[config.mk]
export PLATFORM = sky130hd
export DESIGN_NAME = muldiv_unit
export DESIGN_NICKNAME = d
export VERILOG_FILES = /design/src/rtl/muldiv_unit.sv
export SDC_FILE = /design/constraint.sdc
export NUM_CORES = 1
export LEC_CHECK = 0
export CAP_MARGIN = 20
export CORE_ASPECT_RATIO = 2
export CORE_UTILIZATION = 35
export CTS_CLUSTER_SIZE = 28
export DETAILED_ROUTE_END_ITERATION = 10
export REMOVE_ABC_BUFFERS = 1
export SYNTH_ARGS = -nofsm -noshare
export SYNTH_HDL_FRONTEND = slang
export SYNTH_SLANG_ARGS = --single-unit
[constraint.sdc]
create_clock -name clk -period 7.9 [get_ports clk]
set_input_delay 1.185 -clock clk [delete_from_list [all_inputs] [get_ports clk]]
set_output_delay 1.185 -clock clk [all_outputs]
set_load 0.005 [all_outputs]
[src/rtl/muldiv_unit.sv]
// Iterative multiply/divide unit with architectural HI/LO registers.
// One result bit per cycle: shift-add multiply, restoring divide.
module muldiv_unit #(
    parameter int unsigned WIDTH = 32
) (
    input  logic             clk,
    input  logic             reset,
    input  logic             start,
    input  logic [1:0]       op,
    input  logic [WIDTH-1:0] srca,
    input  logic [WIDTH-1:0] srcb,
    input  logic [1:0]       hilo_we,
    input  logic [WIDTH-1:0] hilo_wdata,
    output logic             busy,
    output logic             done,
    output logic             divzero,
    output logic [WIDTH-1:0] hi,
    output logic [WIDTH-1:0] lo
);

    localparam int unsigned CntW = (WIDTH > 2) ? $clog2(WIDTH) : 1;

    typedef enum logic [1:0] {StIdle, StRun, StFinish} state_e;

    state_e               state_q, state_d;
    logic [1:0]           op_q, op_d;
    logic [WIDTH-1:0]     opnd_q, opnd_d;
    logic [2*WIDTH-1:0]   acc_q, acc_d;
    logic [CntW-1:0]      cnt_q, cnt_d;
    logic                 neg_q, neg_d;
    logic                 rneg_q, rneg_d;
    logic                 dz_q, dz_d;
    logic                 divzero_q, divzero_d;
    logic                 done_q, done_d;
    logic [WIDTH-1:0]     hi_q, hi_d;
    logic [WIDTH-1:0]     lo_q, lo_d;

    logic                 a_sgn, b_sgn;
    logic [WIDTH-1:0]     a_mag, b_mag;
    logic [WIDTH:0]       mul_sum;
    logic [WIDTH:0]       rem_sh, rem_diff;
    logic [2*WIDTH-1:0]   prod;
    logic [WIDTH-1:0]     quo, rem;

    always_comb begin
        a_sgn = ~op[0] & srca[WIDTH-1];
        b_sgn = ~op[0] & srcb[WIDTH-1];
        a_mag = a_sgn ? -srca : srca;
        b_mag = b_sgn ? -srcb : srcb;

        // Multiply: acc = {partial product, remaining multiplier bits}.
        mul_sum = {1'b0, acc_q[2*WIDTH-1:WIDTH]} + (acc_q[0] ? {1'b0, opnd_q} : '0);

        // Divide: acc = {partial remainder, dividend bits / quotient bits}.
        rem_sh   = {acc_q[2*WIDTH-1:WIDTH], acc_q[WIDTH-1]};
        rem_diff = rem_sh - {1'b0, opnd_q};

        prod = neg_q ? -acc_q : acc_q;
        quo  = neg_q ? -acc_q[WIDTH-1:0] : acc_q[WIDTH-1:0];
        rem  = rneg_q ? -acc_q[2*WIDTH-1:WIDTH] : acc_q[2*WIDTH-1:WIDTH];
    end

    always_comb begin
        state_d   = state_q;
        op_d      = op_q;
        opnd_d    = opnd_q;
        acc_d     = acc_q;
        cnt_d     = cnt_q;
        neg_d     = neg_q;
        rneg_d    = rneg_q;
        dz_d      = dz_q;
        divzero_d = divzero_q;
        done_d    = 1'b0;
        hi_d      = hi_q;
        lo_d      = lo_q;

        unique case (state_q)
            StIdle: begin
                if (hilo_we[1]) hi_d = hilo_wdata;
                if (hilo_we[0]) lo_d = hilo_wdata;
                if (start) begin
                    op_d      = op;
                    divzero_d = 1'b0;
                    cnt_d     = '0;
                    neg_d     = a_sgn ^ b_sgn;
                    rneg_d    = a_sgn;
                    if (op[1]) begin
                        opnd_d  = b_mag;
                        acc_d   = {{WIDTH{1'b0}}, a_mag};
                        dz_d    = (srcb == '0);
                        state_d = (srcb == '0) ? StFinish : StRun;
                    end else begin
                        opnd_d  = a_mag;
                        acc_d   = {{WIDTH{1'b0}}, b_mag};
                        dz_d    = 1'b0;
                        state_d = StRun;
                    end
                end
            end
            StRun: begin
                if (op_q[1]) begin
                    acc_d = {(rem_diff[WIDTH] ? rem_sh[WIDTH-1:0] : rem_diff[WIDTH-1:0]),
                             acc_q[WIDTH-2:0], ~rem_diff[WIDTH]};
                end else begin
                    acc_d = {mul_sum, acc_q[WIDTH-1:1]};
                end
                cnt_d = cnt_q + CntW'(1);
                if (cnt_q == CntW'(WIDTH - 1)) state_d = StFinish;
            end
            StFinish: begin
                state_d = StIdle;
                done_d  = 1'b1;
                if (dz_q) begin
                    divzero_d = 1'b1;
                end else if (op_q[1]) begin
                    lo_d = quo;
                    hi_d = rem;
                end else begin
                    hi_d = prod[2*WIDTH-1:WIDTH];
                    lo_d = prod[WIDTH-1:0];
                end
            end
            default: state_d = StIdle;
        endcase
    end

    always_ff @(posedge clk or posedge reset) begin
        if (reset) begin
            state_q   <= StIdle;
            op_q      <= '0;
            opnd_q    <= '0;
            acc_q     <= '0;
            cnt_q     <= '0;
            neg_q     <= 1'b0;
            rneg_q    <= 1'b0;
            dz_q      <= 1'b0;
            divzero_q <= 1'b0;
            done_q    <= 1'b0;
            hi_q      <= '0;
            lo_q      <= '0;
        end else begin
            state_q   <= state_d;
            op_q      <= op_d;
            opnd_q    <= opnd_d;
            acc_q     <= acc_d;
            cnt_q     <= cnt_d;
            neg_q     <= neg_d;
            rneg_q    <= rneg_d;
            dz_q      <= dz_d;
            divzero_q <= divzero_d;
            done_q    <= done_d;
            hi_q      <= hi_d;
            lo_q      <= lo_d;
        end
    end

    assign busy    = (state_q != StIdle);
    assign done    = done_q;
    assign divzero = divzero_q;
    assign hi      = hi_q;
    assign lo      = lo_q;

endmodule

* After elaboration in Yosys (flattened, before gate mapping)
Cells that the tools add are included.
Word-level totals: bits in registers 174, input bits 103, output and inout bits 67, word-level logic and storage cells 77
Operators by class: add/sub/neg operators 8, equality and inequality tests 9, mux-type cells 32, bitwise logic cells 5, reductions and logical operators 11
Operators with widths (number):
- 32-bit two-way mux | 14
- 64-bit two-way mux | 3
- 32-bit negator | 4
- 32-bit one-hot mux with 2 select lines | 2
- 64-bit one-hot mux with 2 select lines | 1
- 64-bit negator | 1
- 32-bit by 32-bit adder with 33-bit output | 1
- 33-bit by 32-bit subtractor with 33-bit output | 1
- 32-bit logical NOT | 1
- 2-bit != test, second input constant | 6
- 5-bit one-hot mux with 2 select lines | 1
- 3-bit AND reduction | 3
- 2-bit two-way mux | 4
- 2-bit AND reduction | 3
- 2-bit nonzero test | 3
- 5-bit by 1-bit adder with 5-bit output, second input constant | 1
- 5-bit == test, second input constant | 1
- 5-bit two-way mux | 1
- 1-bit two-way mux | 4
- 2-bit one-hot mux with 2 select lines | 1
- 1-bit AND | 2
- 2-bit by 1-bit == test with 1-bit output, second input constant | 1
- 2-bit == test, second input constant | 1
- 2-bit logical NOT | 1
- other kinds (3) | 4

* Logic depth before layout (Yosys ltp)
word-level depth 6, mapped depth 14, mapped depth without buffers 13

* Least setup slack after synthesis
Ideal clock, no wire load.
path type input to register, start input srcb[9], end register acc_q[29], setup time 0.123 ns, data arrival time 3.338 ns, required time 7.777 ns, setup slack 4.440 ns, cell stages on the path 9, path buffers 0, cells stage by stage or4_1 -> or4_1 -> nor3_2 -> and3_1 -> and2_1 -> a21oi_1 -> xnor2_1 -> mux2i_1 -> o221a_2
Between the ends: longest elaborated chain between the ends 5
RTL lines:
- start, declared | RTL line 11 | input logic [WIDTH-1:0] srcb,
- 32-bit negator | RTL line 49 | b_mag = b_sgn ? -srcb : srcb;
- 32-bit two-way mux | RTL line 49
- 32-bit two-way mux | RTL line 87 | if (op[1]) begin
- 64-bit two-way mux | RTL line 81 | if (start) begin
- 64-bit one-hot mux with 2 select lines | RTL line 77 | unique case (state_q)
- end signal, assigned | RTL line 132 | acc_q <= '0;
- end signal, assigned | RTL line 145 | acc_q <= acc_d;
- end, declared | RTL line 28 | logic [2*WIDTH-1:0] acc_q, acc_d;
No other way between the ends. The select of a mux whose other input is x is not followed. A chain may end at the register's enable or synchronous reset.

* Worst setup path after layout
start register acc_q[31], end register acc_q[32]
Between the ends: longest elaborated chain between the ends 4
RTL lines:
- 33-bit by 32-bit subtractor with 33-bit output | RTL line 56 | rem_diff = rem_sh - {1'b0, opnd_q};
- 32-bit two-way mux (*) | RTL line 102 | acc_d = {(rem_diff[WIDTH] ? rem_sh[WIDTH-1:0] : rem_diff[WIDTH-1:0]),
- 64-bit two-way mux (*) | RTL line 101 | if (op_q[1]) begin
- 64-bit one-hot mux with 2 select lines (*) | RTL line 77
Mark *: on every way between the ends. The rest lies on a longest branch, timed or not.

==> summary.md <==
| Metric | Value |
|---|---|
| DR pass1 iterations | 5 |
| Final Cycle Share | slightly above 50% |
| Final ANT Viol Nets | 0 |
| CTS Buf Count | 17 |
| Root Buffer | clkbuf_16 |
| All-Layer GR Usage | around 25% |
| Hold Buf Count CTS | 0 |
| Worst-Margin Slew | 1.05 ns |
| Crit-path max FO | between 50 and 60 |
| Final Net Count | 2178 |
| Worst path bufs/invs | 2 |
| Final hold slack | ~0.48 ns |
| Worst EP arrival | roughly 4.4 ns |
| Maximum VDD drop | roughly 290 uV |
| First-pass GRT wire length | slightly above 80000 um |
| Die Ht | slightly below 300 um |
| CP cell instances | inv_1 -> ha_1 -> fa_1 -> nand2b_1 -> a21oi_1 -> o21ai_0 -> nand3b_1 -> a21oi_2 -> o211ai_1 -> buf_4 -> nor2_1 -> a21oi_1 -> o221ai_1 |
| Crit path max-delay family | compound AO/OA/AOI/OAI gates |
| Rows | 106 |
| H-tree level count | 4 |
| Reg2reg start | acc_q[31] |
| Sum of negative setup slack | 0 ns |
| Clk_skew | between 0.01 and 0.015 ns |
| Final HPWL from detailed placement | 42300 um |
| Syn Area/Cell | 7.76 um^2 |
| Vias | roughly 14000 |
| WL final | approximately 53000 um |
| Ys flop type | dfrtp_1 |
| PortBufs | between 150 and 200 |
| RSZ-0062 raised after global routing | no |
| Startpoint Class | flop |
| RePlAce Congestion | a little over 0.9 |
| Routed vias/inst | 5.61 |
| Max-cap violation count | 0 |
| Hold_sp | lo[19] |
| Worst Path Required | 8.23 ns |
| Leak Pwr | 0.00734 uW |
| DIE AREA | between 40000 and 50000 um^2 |
| Fmax | 248 MHz |
| Critical path origin | acc_q[31] |
| CTS tree | done |
| Initial core utilization | 35.4% |
| #FFs+latches synth | roughly 170 |
| Clock sinks | 173 |
| CP max-delay cell | buf_4 |
| Post-synth ARST share | 100% |
| Clock Latency Late Sink | around 0.47 ns |
| Post-place setup slack | between 3 and 4 ns |
| Top cell by count, worst path | a21oi_1 |
| Post-synthesis instance area | ~15000 um^2 |
| Number of synthesized flops with an enable pin | 0 |
| Initial antenna violation count | 1 |
| YS warnings | 0 |
| Power Total | slightly above 8000 uW |
| Setup crit end kind | flop |
| Layout cells sized above 1 | 5.21% |
| DRT iter0 DRCs | between 800 and 900 |
| Num ports | 170 |
| Post-cts sizing count | 0 |
| Seq/Total Area, Yosys | about 29% |
| Crit-path max cell delay | approximately 0.55 ns |
| Area Growth Syn to Fin | 18.3% |
| Distinct cell type count of the synthesized netlist | 80 |
| Post-route minimum period | just over 4 ns |
| Final Hold Violating Endpoints | 0 |
| Clk slew on worst S/H paths | 0.08 ns |
| Hold WC Path Type | reg2reg |
| Die Wd | between 100 and 150 um |
| Power Density | ~460 nW/um^2 |
| Deepest clock path buffer count | 2 |
| Largest net degree at the start of global routing | between 80 and 90 |
| CORE AREA | 41800 um^2 |
| Number of global-route vias before repair | between 10000 and 15000 |
| Max Slew Vio Count | 0 |
| Routed WL per cell | slightly above 20 um |
| Status | completed |
| Postcts setup bufs | 0 |
| Slew margin rel. | between 20 and 30% |
| Cells after synthesis | between 1500 and 2000 |
| Setup Viol. Count Final | 0 |
| PnR worst setup slack | 3.87 ns |
| Crit path kind | reg2reg |
| GR Overflow Total | 0 |
| Drc violations | 0 |
==> cells in the mapped netlist, types with 37 or more instances <==
library cell	number	area, um^2
ha_1	70	876
o31ai_1	42	315
nor2_1	196	736
dfrtp_1	173	4330
inv_1	63	236
nor3_1	37	185
nand2_1	228	856
a21oi_1	180	901
xnor2_1	92	806
xor2_1	80	701
o21ai_0	173	866
clkbuf_1	100	375
==> sequential cells by signal (all words and copies together), names as in the netlist, 2 cells and up <==
register and count:
opnd_q 32, lo 32, acc_q 64, hi 32
state_q 2, cnt_q 5
==> worst min-delay path, delay by kind of cell, from the launching register on <==
family | cells | cell delay, ns
AND/OR/NAND/NOR | 1 | 0.05
AO/OA/AOI/OAI | 1 | 0.05
flip-flops | 1 | 0.35
==> through the flow <==
stage,utilization (%),cell area (um^2),cells
global placement,40.5,16900,2523
detailed placement,40.5,16900,2524
finish,41.9,17500,2557
floorplan,-,14300,1790
global route,41.9,17500,2557
CTS,41.9,17500,2556
==> cells in the final DEF, fill, tap and decap left out, types with 21 or more instances in the layout <==
| master | Yosys | routed |
|---|---|---|
| nand2_1 | 228 | 228 |
| a21o_1 | 34 | 32 |
| o31ai_1 | 42 | 42 |
| nor3_1 | 37 | 37 |
| inv_1 | 63 | 62 |
| o21ai_0 | 173 | 173 |
| nand2b_1 | 31 | 30 |
| a21oi_1 | 180 | 179 |
| buf_4 | 0 | 24 |
| ha_1 | 70 | 70 |
| nor2_1 | 196 | 194 |
| xnor2_1 | 92 | 92 |
| and2_1 | 22 | 22 |
| o221ai_1 | 22 | 22 |
| o211ai_1 | 23 | 23 |
| dfrtp_1 | 173 | 172 |
| xor2_1 | 80 | 80 |
| clkdlybuf4s50_1 | 0 | 168 |
| nand3_1 | 21 | 21 |
| mux2i_1 | 31 | 31 |
==> power breakdown <==
part | leakage (uW) | total (uW) | switching, uW | internal, uW
Combinational | 0.00495 | 5310 | 3080 | 2230
Clock | 0.000273 | 874 | 429 | 445
Sequential | 0.00211 | 1870 | 555 | 1310
==> cells by family after synthesis <==
| family | share of synthesized area (%) |
|---|---|
| flip-flops | 29.3 |
| multiplexers | 3.39 |
| AO/OA/AOI/OAI | 25.9 |
| AND/OR/NAND/NOR | 20.4 |
| XOR/XNOR | 10.2 |
| adder cells (fa/ha/maj) | 6.19 |
| buffers and inverters | 4.69 |
==> layout make-up <==
| class | instances | area [um^2] |
|---|---|---|
| Fill cell | 4351 | 24300 |
| Multi-Input combinational cell | 1553 | 9780 |
| Sequential cell | 173 | 4330 |
| Timing Repair Buffer | 194 | 1880 |
| Tap cell | 540 | 676 |
| Clock buffer | 17 | 425 |
| Inverter | 64 | 245 |
| Clock inverter | 15 | 151 |
| Antenna cell | 1 | 2.50 |
==> routing by layer <==
metal  track usage [%]  part of all wire (%)
met5                 0                     0
met4              11.4                   3.7
met3              2.48                   3.6
met2              47.8                    54
met1              26.4                    39
==> path summary, 6_finish.rpt <==
path	cells past startpoint	slack (ns)	end
worst max-delay path	13	3.87	acc_q[32]
worst min-delay path	2	0.48	lo[19]
worst max register to register	13	3.87	acc_q[32]
worst min register to register	2	0.48	lo[19]
max in group asynchronous	3	5.42	op_q[1]
min in group asynchronous	2	1.21	done
Note: power is estimated with default switching activity, not from simulation.
